**src/rtl/adex_pkg.sv**
```systemverilog
// Shared constants for the AdEx parameter sequencer: preset banks, parameter
// indices, footer nibble, FSM encoding and the token-to-nibble mapping.
package adex_pkg;

    // Byte i of a bank lives at [i]; index 0 is sent first.
    typedef logic [7:0][7:0] bank_t;

    localparam logic [2:0] IDX_DELTAT = 3'd0;
    localparam logic [2:0] IDX_TAUW   = 3'd1;
    localparam logic [2:0] IDX_A      = 3'd2;
    localparam logic [2:0] IDX_B      = 3'd3;
    localparam logic [2:0] IDX_VRESET = 3'd4;
    localparam logic [2:0] IDX_VT     = 3'd5;
    localparam logic [2:0] IDX_IBIAS  = 3'd6;
    localparam logic [2:0] IDX_C      = 3'd7;

    localparam bank_t BANK0_P = {8'd200, 8'd128, 8'd78, 8'd63, 8'd40, 8'd2, 8'd100, 8'd130};
    localparam bank_t BANK1_P = {8'd200, 8'd170, 8'd78, 8'd63, 8'd40, 8'd2, 8'd100, 8'd130};
    localparam bank_t BANK2_P = {8'd150, 8'd170, 8'd78, 8'd70, 8'd80, 8'd4, 8'd50, 8'd130};

    localparam logic [3:0] FOOTER_NIB = 4'hF;
    localparam logic [4:0] LAST_TOKEN = 5'd17;

    typedef enum logic [2:0] {
        ST_IDLE,
        ST_SETUP,
        ST_STROBE_HI,
        ST_STROBE_LO,
        ST_HOLD,
        ST_DONE
    } seq_state_e;

    // Token 0 is the start strobe, 1..16 carry bytes high nibble first, 17 is the footer.
    function automatic logic [3:0] token_nibble(input bank_t snap, input logic [4:0] k);
        logic [7:0] b;
        b = snap[3'((k - 5'd1) >> 1)];
        if (k == 5'd0)
            return 4'h0;
        else if (k == LAST_TOKEN)
            return FOOTER_NIB;
        else if (k[0])
            return b[7:4];
        else
            return b[3:0];
    endfunction

endpackage

```
**src/rtl/adex_param_bank.sv**
```systemverilog
// Parameter bank store: three constant presets plus the user-writable bank 3,
// with a combinational bank-select read port.
module adex_param_bank
    import adex_pkg::*;
(
    input  logic       clk,
    input  logic       rst_n,
    input  logic       wr_en,
    input  logic [2:0] wr_addr,
    input  logic [7:0] wr_data,
    input  logic [1:0] bank_sel,
    output bank_t      rd_bank
);

    bank_t bank3_q;

    always_ff @(posedge clk or negedge rst_n) begin
        if (!rst_n)
            bank3_q <= BANK0_P;
        else if (wr_en)
            bank3_q[wr_addr] <= wr_data;
    end

    // Reads see the pre-write contents, so a write coinciding with start misses that run.
    always_comb begin
        rd_bank = BANK0_P;
        case (bank_sel)
            2'd0: rd_bank = BANK0_P;
            2'd1: rd_bank = BANK1_P;
            2'd2: rd_bank = BANK2_P;
            2'd3: rd_bank = bank3_q;
            default: rd_bank = BANK0_P;
        endcase
    end

endmodule

```
**src/rtl/adex_param_sequencer.sv**
```systemverilog
// Autonomous nibble-serial parameter loader driver for the AdEx neuron core:
// snapshots a bank and emits start strobe, 16 data nibbles and footer.
module adex_param_sequencer
    import adex_pkg::*;
#(
    parameter int unsigned STROBE_HI   = 1,
    parameter int unsigned STROBE_LO   = 2,
    parameter int unsigned HOLD_CYCLES = 4,
    parameter bit          AUTO_LOAD   = 1'b0
) (
    input  logic       clk,
    input  logic       rst_n,
    input  logic       start,
    input  logic       abort,
    input  logic [1:0] bank_sel,
    input  logic       wr_en,
    input  logic [2:0] wr_addr,
    input  logic [7:0] wr_data,
    output logic       load_mode,
    output logic       load_enable,
    output logic [3:0] nibble,
    output logic       busy,
    output logic       done,
    output logic       aborted
);

    localparam logic [7:0] HI_LAST   = 8'(STROBE_HI - 1);
    localparam logic [7:0] LO_LAST   = 8'(STROBE_LO - 1);
    localparam logic [7:0] HOLD_LAST = 8'(HOLD_CYCLES - 1);

    seq_state_e state_q, state_d;
    logic [7:0] phase_q, phase_d;
    logic [4:0] tok_q, tok_d;
    bank_t      snap_q, rd_bank;
    logic       snap_ld;
    logic       aborted_q, aborted_d;
    logic       launched_q;
    logic       auto_go, launch, active;
    logic [1:0] rd_sel;

    // Auto-load fires once, on the first edge after reset release.
    assign auto_go = AUTO_LOAD && !launched_q;
    assign launch  = (start || auto_go) && !abort;
    assign rd_sel  = auto_go ? 2'd0 : bank_sel;
    assign active  = (state_q == ST_SETUP) || (state_q == ST_STROBE_HI) ||
                     (state_q == ST_STROBE_LO) || (state_q == ST_HOLD);

    adex_param_bank u_bank (
        .clk      (clk),
        .rst_n    (rst_n),
        .wr_en    (wr_en),
        .wr_addr  (wr_addr),
        .wr_data  (wr_data),
        .bank_sel (rd_sel),
        .rd_bank  (rd_bank)
    );

    always_ff @(posedge clk or negedge rst_n) begin
        if (!rst_n) begin
            state_q    <= ST_IDLE;
            phase_q    <= '0;
            tok_q      <= '0;
            snap_q     <= '0;
            aborted_q  <= 1'b0;
            launched_q <= 1'b0;
        end else begin
            state_q    <= state_d;
            phase_q    <= phase_d;
            tok_q      <= tok_d;
            aborted_q  <= aborted_d;
            launched_q <= 1'b1;
            if (snap_ld)
                snap_q <= rd_bank;
        end
    end

    always_comb begin
        state_d   = state_q;
        phase_d   = phase_q;
        tok_d     = tok_q;
        snap_ld   = 1'b0;
        aborted_d = 1'b0;
        if (active && abort) begin
            state_d   = ST_IDLE;
            aborted_d = 1'b1;
        end else begin
            case (state_q)
                ST_IDLE: begin
                    if (launch) begin
                        state_d = ST_SETUP;
                        snap_ld = 1'b1;
                        phase_d = '0;
                        tok_d   = '0;
                    end
                end
                ST_SETUP: begin
                    state_d = ST_STROBE_HI;
                    phase_d = '0;
                end
                ST_STROBE_HI: begin
                    if (phase_q == HI_LAST) begin
                        state_d = ST_STROBE_LO;
                        phase_d = '0;
                    end else begin
                        phase_d = phase_q + 8'd1;
                    end
                end
                // Token advances only here, so nibble changes with the rising strobe.
                ST_STROBE_LO: begin
                    if (phase_q == LO_LAST) begin
                        phase_d = '0;
                        if (tok_q == LAST_TOKEN) begin
                            state_d = ST_HOLD;
                        end else begin
                            tok_d   = tok_q + 5'd1;
                            state_d = ST_STROBE_HI;
                        end
                    end else begin
                        phase_d = phase_q + 8'd1;
                    end
                end
                ST_HOLD: begin
                    if (phase_q == HOLD_LAST) begin
                        state_d = ST_DONE;
                        phase_d = '0;
                    end else begin
                        phase_d = phase_q + 8'd1;
                    end
                end
                ST_DONE: state_d = ST_IDLE;
                default: state_d = ST_IDLE;
            endcase
        end
    end

    // Outputs decode straight from registered state so async reset clears them at once.
    assign load_mode   = active;
    assign busy        = active;
    assign load_enable = (state_q == ST_STROBE_HI);
    assign done        = (state_q == ST_DONE);
    assign aborted     = aborted_q;
    assign nibble      = ((state_q == ST_STROBE_HI) || (state_q == ST_STROBE_LO) ||
                          (state_q == ST_HOLD)) ? token_nibble(snap_q, tok_q) : 4'h0;

endmodule

```
**config.mk**
```make
export PLATFORM = sky130hd
export DESIGN_NAME = adex_param_sequencer
export DESIGN_NICKNAME = d
export VERILOG_FILES = /design/src/rtl/adex_pkg.sv /design/src/rtl/adex_param_bank.sv /design/src/rtl/adex_param_sequencer.sv
export SDC_FILE = /design/constraint.sdc
export NUM_CORES = 1
export LEC_CHECK = 0
export CORE_ASPECT_RATIO = 0.9
export CORE_MARGIN = 2
export CORE_UTILIZATION = 48
export CTS_BUF_LIST = sky130_fd_sc_hd__clkbuf_8
export DETAILED_ROUTE_END_ITERATION = 12
export PLACE_DENSITY_LB_ADDON = 0.08
export SETUP_SLACK_MARGIN = 0.02
export SLEW_MARGIN = 25
export SYNTH_ARGS = -nofsm -noshare
export SYNTH_HDL_FRONTEND = slang
export SYNTH_SLANG_ARGS = --single-unit
```
**constraint.sdc**
```tcl
create_clock -name clk -period 2.7 [get_ports clk]
set_input_delay 0.27 -clock clk [delete_from_list [all_inputs] [get_ports clk]]
set_output_delay 0.27 -clock clk [all_outputs]
set_load 0.005 [all_outputs]
```
# == Word level (Yosys, flattened, before mapping) ==
# Index checks and enable logic that the tools add are counted.
# classes
n_addsub,3
n_mul,0
n_div,0
n_lt_le_gt_ge,3
n_eq_ne,18
shifts,0
n_mux,30
bitwise_logic,1
reduce_logical,18
# ops
operator,count
$pmux W64 S4,1
$bwmux W64,1
$mux W8,6
$pmux W8 S5,1
$bmux W8 S3,1
$demux W8 S3,1
$mux W3,6
$mux W4,4
$mux W5,3
$pmux W3 S5,1
$pmux W5 S2,1
$ne A3 B3 Y1 const B,3
$add A8 B1 Y8 const B,1
$eq A8 B1 Y1 const B,1
$eq A8 B2 Y1 const B,1
$logic_not A8 Y1,1
$lt A3 B4 Y1 const B,2
$eq A3 B2 Y1 const B,2
$eq A3 B3 Y1 const B,2
$ne A2 B2 Y1 const B,3
$add A5 B1 Y5 const B,1
$eq A5 B5 Y1 const B,1
$logic_not A5 Y1,1
$logic_or A1 B1 Y1,5
other kinds (17),23
# totals
ff_bits,145
latchBits,0
ram_bits,0
mem_bits_ro,0
in_bits,18
output_inout_bits,9
word_cells,93
n_memories,0

# == Logic depth before layout (Yosys ltp) ==
# Gate-level depths: netlist of the first run.
# logic_depth
word_depth,7
mapped_depth,8
ltp_nobuf,7

# == Modules after synthesis ==
# A second synthesis of the first run with hierarchy kept.
# unflattened
hier_cells,559
hier_area_um2,7190.6
# modules_own_cells
module,instances,cells_per_inst,area_per_inst_um2
adex_param_sequencer,1,319,4196.5
adex_param_bank,1,240,2994.1

# == Least setup slack after synthesis of the first run ==
# No wires, ideal clock.
# synth_path
path_kind,register to output
start,register tok_q[0]
end,output nibble[3]
arrival_time_ps,2240
path_slack_ps,190
stages_incl_launch_ff,7
path_buffers,2
path_cell_list,dfrtp_1 > inv_1 > ha_1 > buf_2 > clkbuf_2 > mux4_1 > a221o_1
# synth_via
elab_chain_cells,7
word_cells_on_any_way,9
cone_classes,add/sub (1); eq/ne (1); mux (6); reduce/logical (1)
# synth_lines
item,line,text
from (decl),adex_param_sequencer.sv:33,"logic [4:0] tok_q, tok_d;"
from (signal assigned),adex_param_sequencer.sv:69,tok_q <= tok_d;
$sub A4 B1 Y4,adex_pkg.sv:36,b = snap[3'((k - 5'd1) >> 1)];
$bmux W8 S3,adex_pkg.sv:36,
$mux W8 (implied by the code),adex_pkg.sv:36,
$mux W4,adex_pkg.sv:41,else if (k[0])
$mux W4,adex_pkg.sv:39,else if (k == LAST_TOKEN)
$mux W4 *,adex_pkg.sv:37,if (k == 5'd0)
$mux W4 *,adex_param_sequencer.sv:143,"(state_q == ST_HOLD)) ? token_nibble(snap_q, tok_q) : 4'h0;"
to (decl),adex_param_sequencer.sv:21,"output logic [3:0] nibble,"
# Every way passes the cells marked *; elsewhere a longest branch is shown, timed or not. The select of a mux whose other input is x is not followed.

# == Worst setup path in the final report of the first run ==
# layout_path
start,register tok_q[1]
end,output nibble[3]
# The elaborated chain is that of the path after synthesis.

==> results of run 1 <==
-- logic make-up (layout without fill, tap and decap cells) --
group                      after synthesis  in the layout  synth area share
AOI/OAI and AO/OA                       90             90            0.0869
xor gates and xnor gates                 2              2           0.00473
adders and majority gates                7              7            0.0127
buffers and inverters                   47            120            0.0296
DFF                                    145            145             0.531
muxes                                   91             91             0.164
and+or+nand+nor                        240            240             0.171
-- worst max path at each step --
stage / start / end / slack (ps)
6_report: tok_q[1] / nibble[3] / -60
5_1_grt: tok_q[1] / nibble[0] / -170
4_1_cts: tok_q[1] / nibble[3] / -50
3_5_place_dp: tok_q[0] / nibble[3] / 50
3_3_place_gp: tok_q[0] / nibble[3] / 100
2_1_floorplan: tok_q[0] / nibble[3] / 190
-- registers in the layout, indices dropped and copies added, names as in the netlist --
signal,flops
aborted,1
tok_q,5
phase_q,8
snap_q,64
state_q,3
u_bank.bank3_q,64
-- worst max-delay path, stage by stage, from the launching register on --
cell and delay (ps):
dfrtp_1 380, inv_2 70, buf_6 130, ha_4 160
xnor2_2 140, and2_1 170, buf_6 130, buf_4 130
a22oi_2 190, a221oi_2 90, a221o_1 310, buf_2 140
-- power by group --
| group | switching [uW] | internal [uW] |
|---|---|---|
| sequential | 297 | 2660 |
| combinational | 573 | 627 |
| clock | 869 | 710 |
| total | 1740 | 4000 |
-- cells in the mapped netlist (2+ instances only) --
cell and count:
or3_1 3, a221o_1 4, clkbuf_2 2, buf_1 7
nor3_2 2, mux2_1 27, mux4_1 3, o21ai_1 15
and3_1 4, a31oi_1 11, nor3b_4 2, dfstp_2 22
dfrtp_1 123, a21oi_1 5, o2bb2ai_1 3, buf_4 3
nand3_1 43, a22o_1 5, and2_1 2, nor2_1 27
nor3_1 5, mux2i_1 2, a22oi_1 8, xnor2_2 2
nor4_4 2, o21ai_0 25, inv_1 9, nor2b_1 7
a221oi_1 4, mux4_2 5, nand4_1 3, nand2_1 123
clkbuf_1 20, buf_2 5, ha_1 7, mux2_2 53
nand4b_1 4
-- per-layer routing --
layer  GRT usage  share of wire  vias to the layer above
met2       0.355           0.45                       97
met5           0              0                        -
met3      0.0527          0.048                       14
met4      0.0618          0.011                        0
li1            -              -                     2322
met1       0.369           0.49                     2486
-- what timing repair did --
item / in CTS / in global routing
setup endpoints to repair: 4 / 5
buffers inserted: 12 / 2
cloned: 3 / 0
hold buffers: 1 / 0
resized for setup: 49 / 7
pin swaps: 19 / 9
hold endpoints to repair: 48 / 0
-- final cells by class --
cell class / count / area (sq um) / share of cell area
clock buffer: 20 / 275 / 0.0334
clock inverter: 12 / 85.1 / 0.0103
timing repair buffer: 79 / 805 / 0.0976
sequential: 145 / 3660 / 0.444
tap: 193 / 241 / 0.0293
multi-input combinational: 430 / 3150 / 0.382
inverter: 9 / 33.8 / 0.00410
-- cells in the final DEF (no fill, tap or decap), drive strengths merged, types with 5 or more instances in the layout --
cell type      count
nand3             44
clkdlybuf4s50     21
nor3               8
mux4               8
inv               14
a21oi              5
nor2              29
a31oi             12
buf               57
mux2              81
a22o               5
a22oi              9
clkbuf            20
dfrtp            123
dfstp             22
nand2            123
nor2b              7
ha                 7
o21ai             41
-- per-stage QoR --
stage               hold slack (ps)  power [uW]
floorplan                     -25.6        3600
global placement                256        3990
detailed placement              257        4030
CTS                             326        5750
global route                    347        6050
finish                          326        5740
==> results by group, run 1 <==
Yosys
  • Synth top area share: 0.447
  • Yosys warning count: 0
  • Count of cell types in the netlist: 62
  • Largest cells by area after synthesis: dfrtp_1, mux2_2, dfstp_2
  • Asr flop ratio synth: 1.00
  • Dominant cell type by area after synthesis: dfrtp_1
  • Dominant synthesized flop cell: dfrtp_1
  • Number of flops mapped to enable cells by yosys: 0
  • Netlist Area Pre-Place: 6880 sq um
  • Cell count after synthesis: 622
  • Synth Net Count: about 650
  • Part of the Yosys area used for sequential elements: 0.531
  • Mapped Avg Cell Area: 11.1 sq um
  • Synth Register Bits: 145

Clocking
  • Clock Path Buffers: 2
  • Clock-pin slew on the worst setup and hold paths: 80 ps
  • Clock sinks: between 100 and 150
  • H-tree depth: 4
  • Num CTS Buffers: 17
  • CTS root buf: clkbuf_8
  • CTS tree: done
  • Worst skew pair latency: 470 ps

Route
  • Post-DR vias/cell: 5.54
  • Vias post-DR: 4,919
  • Pre-antenna DRT Iters: 5
  • Drt total wl: 17,000 um
  • Remaining DRCs: 0
  • Post-route antenna net violation count: 0
  • Wire per inst: between 15 and 20 um
  • Initial DRC count: 365

GRT
  • Gr usage total: 0.243
  • GRT overflow: 0
  • First-pass GRT wire length: 28,000 um
  • Largest net degree at the start of global routing: 54
  • Initial antenna violation count: 0
  • Vias in the first global route: 4,908

Timing
  • Final Cycle Share: 1.02
  • Worst Tran Pin Value: 636 ps
  • Slew HR: 0.573
  • Slew Viols, Final: 0
  • Final Critical Period: roughly 2800 ps
  • RSZ-0062 raised after global routing: yes
  • TNS Setup: -165 ps
  • Fin Clk Skew: about 13 ps
  • Final Hold Viols: 0
  • Worst setup margin: -57.5 ps
  • Maximum clock rate: roughly 0.36 GHz
  • Setup-failing EPs final: 4

Die
  • Rows: 41
  • Core area: between 10,000 and 15,000 sq um
  • Die X: approximately 130 um
  • IO Count: 27
  • DIE HEIGHT: 118 um
  • Initial core utilization: 0.491
  • Die ar.: 15,300 sq um

Layout
  • Number of diodes: 0
  • Finished Layout Cells: 888
  • Area grow syn2layout: 19.8%
  • Final instance area: 8250 sq um
  • Share of cells above drive strength 1: 0.304
  • Fillers: 1,190
  • Layout Nets: 707
  • Final Core Density: 0.589

Min path
  • Hold Path Class: in2async

Placed design
  • Placed inst area: 7540 sq um
  • GPL Wtd Cong: 0.817
  • Dpl hpwl: 11,400 um
  • # port buffers: 26
  • Inst Count DP: 839
  • Pre-CTS setup slack: ~50 ps

Setup path
  • Reg2Reg Setup Slack: 610 ps
  • Startpoint Class: flip-flop
  • Required @ worst endpoint: 2430 ps
  • Crit path DAT: about 2500 ps
  • Critical path class: reg2out
  • R2r worst-path depth: 7
  • Reg-to-reg startpoint: tok_q[0]
  • Reg-to-reg critical path endpoint: tok_q[0]
  • Critical path fanouts, max: 5
  • Crit. End Element: output pin

Power
  • Leakage power: 0.00365 uW
  • Maximum vdd drop: approximately 0.43 mV
  • P per Cell Area: 696 nW/um^2

Run status
  • Status: finished, violations left
  • Failing checks: negative setup slack

Job
  • Max cap viols: 0
(Power assumes the default switching activity.)
==> run 2: changes to the inputs <==
--- a/config.mk
+++ b/config.mk
@@ -5,6 +5,7 @@
 export SDC_FILE = /design/constraint.sdc
 export NUM_CORES = 1
 export LEC_CHECK = 0
+export ABC_AREA = 1
 export CORE_ASPECT_RATIO = 0.9
 export CORE_MARGIN = 2
 export CORE_UTILIZATION = 48
==> results by group, run 2 <==
Run status
  • Status: complete, no violations (was finished, violations left)

Placed design
  • Placed inst area: 7370 sq um (was 7540 sq um)
  • Dpl hpwl: 11,700 um (was 11,400 um)
  • Pre-CTS setup slack: 202 ps (was 49.5 ps)
  • # port buffers: 26 (unchanged)
  • GPL Wtd Cong: 0.887 (was 0.817)

Timing
  • RSZ-0062 raised after global routing: no (was yes)
  • Final Hold Viols: 0 (unchanged)
  • Worst Tran Pin Value: 670 ps (was 636 ps)
  • Slew HR: 0.552 (was 0.573)
  • Slew Viols, Final: 0 (unchanged)
  • Setup-failing EPs final: 0 (was 4)
  • Final Cycle Share: 0.948 (was 1.02)
  • TNS Setup: 0 ps (was -165 ps)
  • Maximum clock rate: 0.391 GHz (was 0.363 GHz)
  • Fin Clk Skew: 13.5 ps (was 12.7 ps)
  • Final Critical Period: 2560 ps (was 2760 ps)
  • Worst setup margin: 141 ps (was -57.5 ps)

Power
  • Maximum vdd drop: 0.466 mV (was 0.435 mV)
  • P per Cell Area: 937 nW/um^2 (was 696 nW/um^2)
  • Leakage power: 0.00372 uW (was 0.00365 uW)

Layout
  • Area grow syn2layout: 14.4% (was 19.8%)
  • Number of diodes: 0 (unchanged)
  • Commonest non-fill, non-tap cell in the layout: nand2_1 (unchanged)
  • Layout Nets: 931 (was 707)
  • Final instance area: 7900 sq um (was 8250 sq um)
  • Fillers: 1,340 (was 1,190)
  • Share of cells above drive strength 1: 0.113 (was 0.304)
  • Top Registers: snap_q x64, u_bank.bank3_q x64, phase_q x8 (unchanged)
  • Most frequent cells in the layout: nand2_1, dfrtp_1, o21ai_0, nor2_1, inv_1 (was nand2_1, dfrtp_1, mux2_2, nand3_1, buf_4)

Route
  • Initial DRC count: 480 (was 365)
  • Post-route antenna net violation count: 0 (unchanged)
  • Wire per inst: 15.8 um (was 19.2 um)
  • Drt total wl: 17,600 um (was 17,000 um)
  • Pre-antenna DRT Iters: 5 (unchanged)
  • Vias post-DR: 5,815 (was 4,919)
  • Post-DR vias/cell: 5.23 (was 5.54)
  • Remaining DRCs: 0 (unchanged)

Clocking
  • Worst skew pair latency: 470 ps (about the same)
  • Clock-pin slew on the worst setup and hold paths: 90 ps (was 80 ps)
  • Num CTS Buffers: 17 (unchanged)
  • Clock Path Buffers: 2 (unchanged)
  • Clock sinks: 145 (unchanged)
  • H-tree depth: 4 (unchanged)
  • CTS tree: done (unchanged)
  • CTS root buf: clkbuf_8 (unchanged)

GRT
  • First-pass GRT wire length: 29,000 um (was 28,000 um)
  • Gr usage total: 0.245 (was 0.243)
  • Largest net degree at the start of global routing: 129 (was 54)
  • GRT overflow: 0 (unchanged)
  • Initial antenna violation count: 0 (unchanged)
  • Vias in the first global route: 5,454 (was 4,908)

Die
  • DIE HEIGHT: 118 um (about the same)
  • IO Count: 27 (unchanged)
  • Die ar.: 15,400 sq um (was 15,300 sq um)
  • Initial core utilization: 0.491 (about the same)
  • Die X: 130 um (about the same)
  • Rows: 41 (unchanged)
  • Core area: 14,100 sq um (was 14,000 sq um)

Yosys
  • Part of the Yosys area used for sequential elements: 0.529 (was 0.531)
  • Cell count after synthesis: 877 (was 622)
  • Asr flop ratio synth: 1.00 (unchanged)
  • Most instantiated cells after synthesis: nand2_1, dfrtp_1, o21ai_0 (was dfrtp_1, nand2_1, mux2_2)
  • Yosys warning count: 0 (unchanged)
  • Dominant cell type by area after synthesis: dfrtp_1 (unchanged)
  • Netlist Area Pre-Place: 6910 sq um (was 6880 sq um)
  • Dominant synthesized flop cell: dfrtp_1 (unchanged)
  • Synth Net Count: 902 (was 647)
  • Mapped Avg Cell Area: 7.87 sq um (was 11.1 sq um)
  • Synth Register Bits: 145 (unchanged)
  • Synth top area share: 0.446 (was 0.447)
  • Count of cell types in the netlist: 28 (was 62)
  • Top-count cell post-synth: nand2_1
  • Largest cells by area after synthesis: dfrtp_1, nand2_1, dfstp_2 (was dfrtp_1, mux2_2, dfstp_2)
  • Number of flops mapped to enable cells by yosys: 0 (unchanged)

Setup path
  • Crit path DAT: 2290 ps (was 2490 ps)
  • R2r worst-path depth: 6 (was 7)
  • Critical path fanouts, max: 14 (was 5)
  • Crit. End Element: output pin (unchanged)
  • Reg2Reg Setup Slack: 780 ps (was 610 ps)
  • Critical path class: reg2out (unchanged)
  • Required @ worst endpoint: 2430 ps (about the same)
  • Startpoint Class: flip-flop (unchanged)

Min path
  • Hold Path Class: in2async (unchanged)

Job
  • Max cap viols: 0 (unchanged)
-- run 2: changes by cell type after synthesis, moves of 10 or more --
cell     change
a21oi_1     +49
nand2_1    +155
mux2_2      -53
mux2_1      -27
nor2_1      +45
o21ai_1     -10
o21ai_0     +85
inv_1       +63
nand3_1     +22
-- run 2: cell families (layout without fill, tap and decap cells) --
logic type,count (synthesis),in the layout,share of synthesized area
simple gates,428,428,0.251
compound gates,177,177,0.131
flops,145,145,0.529
buf+inv,116,158,0.0714
fa+ha+maj,7,7,0.0127
xor+xnor,4,4,0.00507
-- run 2: layout make-up --
class                           instances  area [sq um]  share of cell area
Sequential cell                       145          3660               0.463
Multi-Input combinational cell        616          2810               0.356
Timing Repair Buffer                   50           536              0.0678
Inverter                               76           288              0.0364
Tap cell                              193           241              0.0306
Clock buffer                           17           234              0.0296
Clock inverter                         15           133              0.0168
-- run 2: stage by stage --
step                       util  cells  total power [uW]  hold slack [ps]
final                     0.562   1112              7400              308
after global routing      0.562   1112              7980              327
after CTS                 0.557   1107              7320              310
after detailed placement  0.524   1069              5620              249
after global placement    0.524   1069              5560              245
after floorplan               -    877              4830            -25.6
-- run 2: per-layer routing --
layer,vias to the layer above,global-route usage,wire length (um)
met1,2791,0.378,8890
met3,17,0.0536,672
met4,0,0.0718,192
met5,-,0,0
li1,2881,-,-
met2,126,0.347,7860
-- run 2: worst paths after layout --
path                               startpoint                 end
setup / recovery                     tok_q[1]           nibble[0]
hold / removal                          rst_n            tok_q[2]
setup reg to reg                   state_q[1]          snap_q[46]
hold reg to reg            u_bank.bank3_q[34]  u_bank.bank3_q[34]
max in group asynchronous               rst_n  u_bank.bank3_q[43]
min in group clk                   wr_data[7]  u_bank.bank3_q[63]
-- run 2: timing repair --
action | CTS | global route
buffers inserted | 3 | 4
cloned | 2 | 1
pin swaps | 2 | 3
hold endpoints to repair | 42 | 0
gates resized for setup | 18 | 13
hold buffers | 1 | 0
endpoints found under the setup margin | 4 | 4
-- run 2: where the power goes --
part	switching, uW	internal, uW	total (uW)
registers	444	2840	3280
clock network	934	662	1600
logic	1530	992	2520
total	2910	4490	7400
-- run 2: worst max-delay path: stages, from the launching register on --
cell and delay [ps]:
dfrtp_1 410, inv_2 120, ha_4 230, inv_4 80, buf_12 140, nand2_1 70
nand2_1 60, nand2_1 50, nand2_1 70, nand2_1 60, nand3_1 80, nand2_1 80
a21oi_1 130, dlygate4sd2_1 250
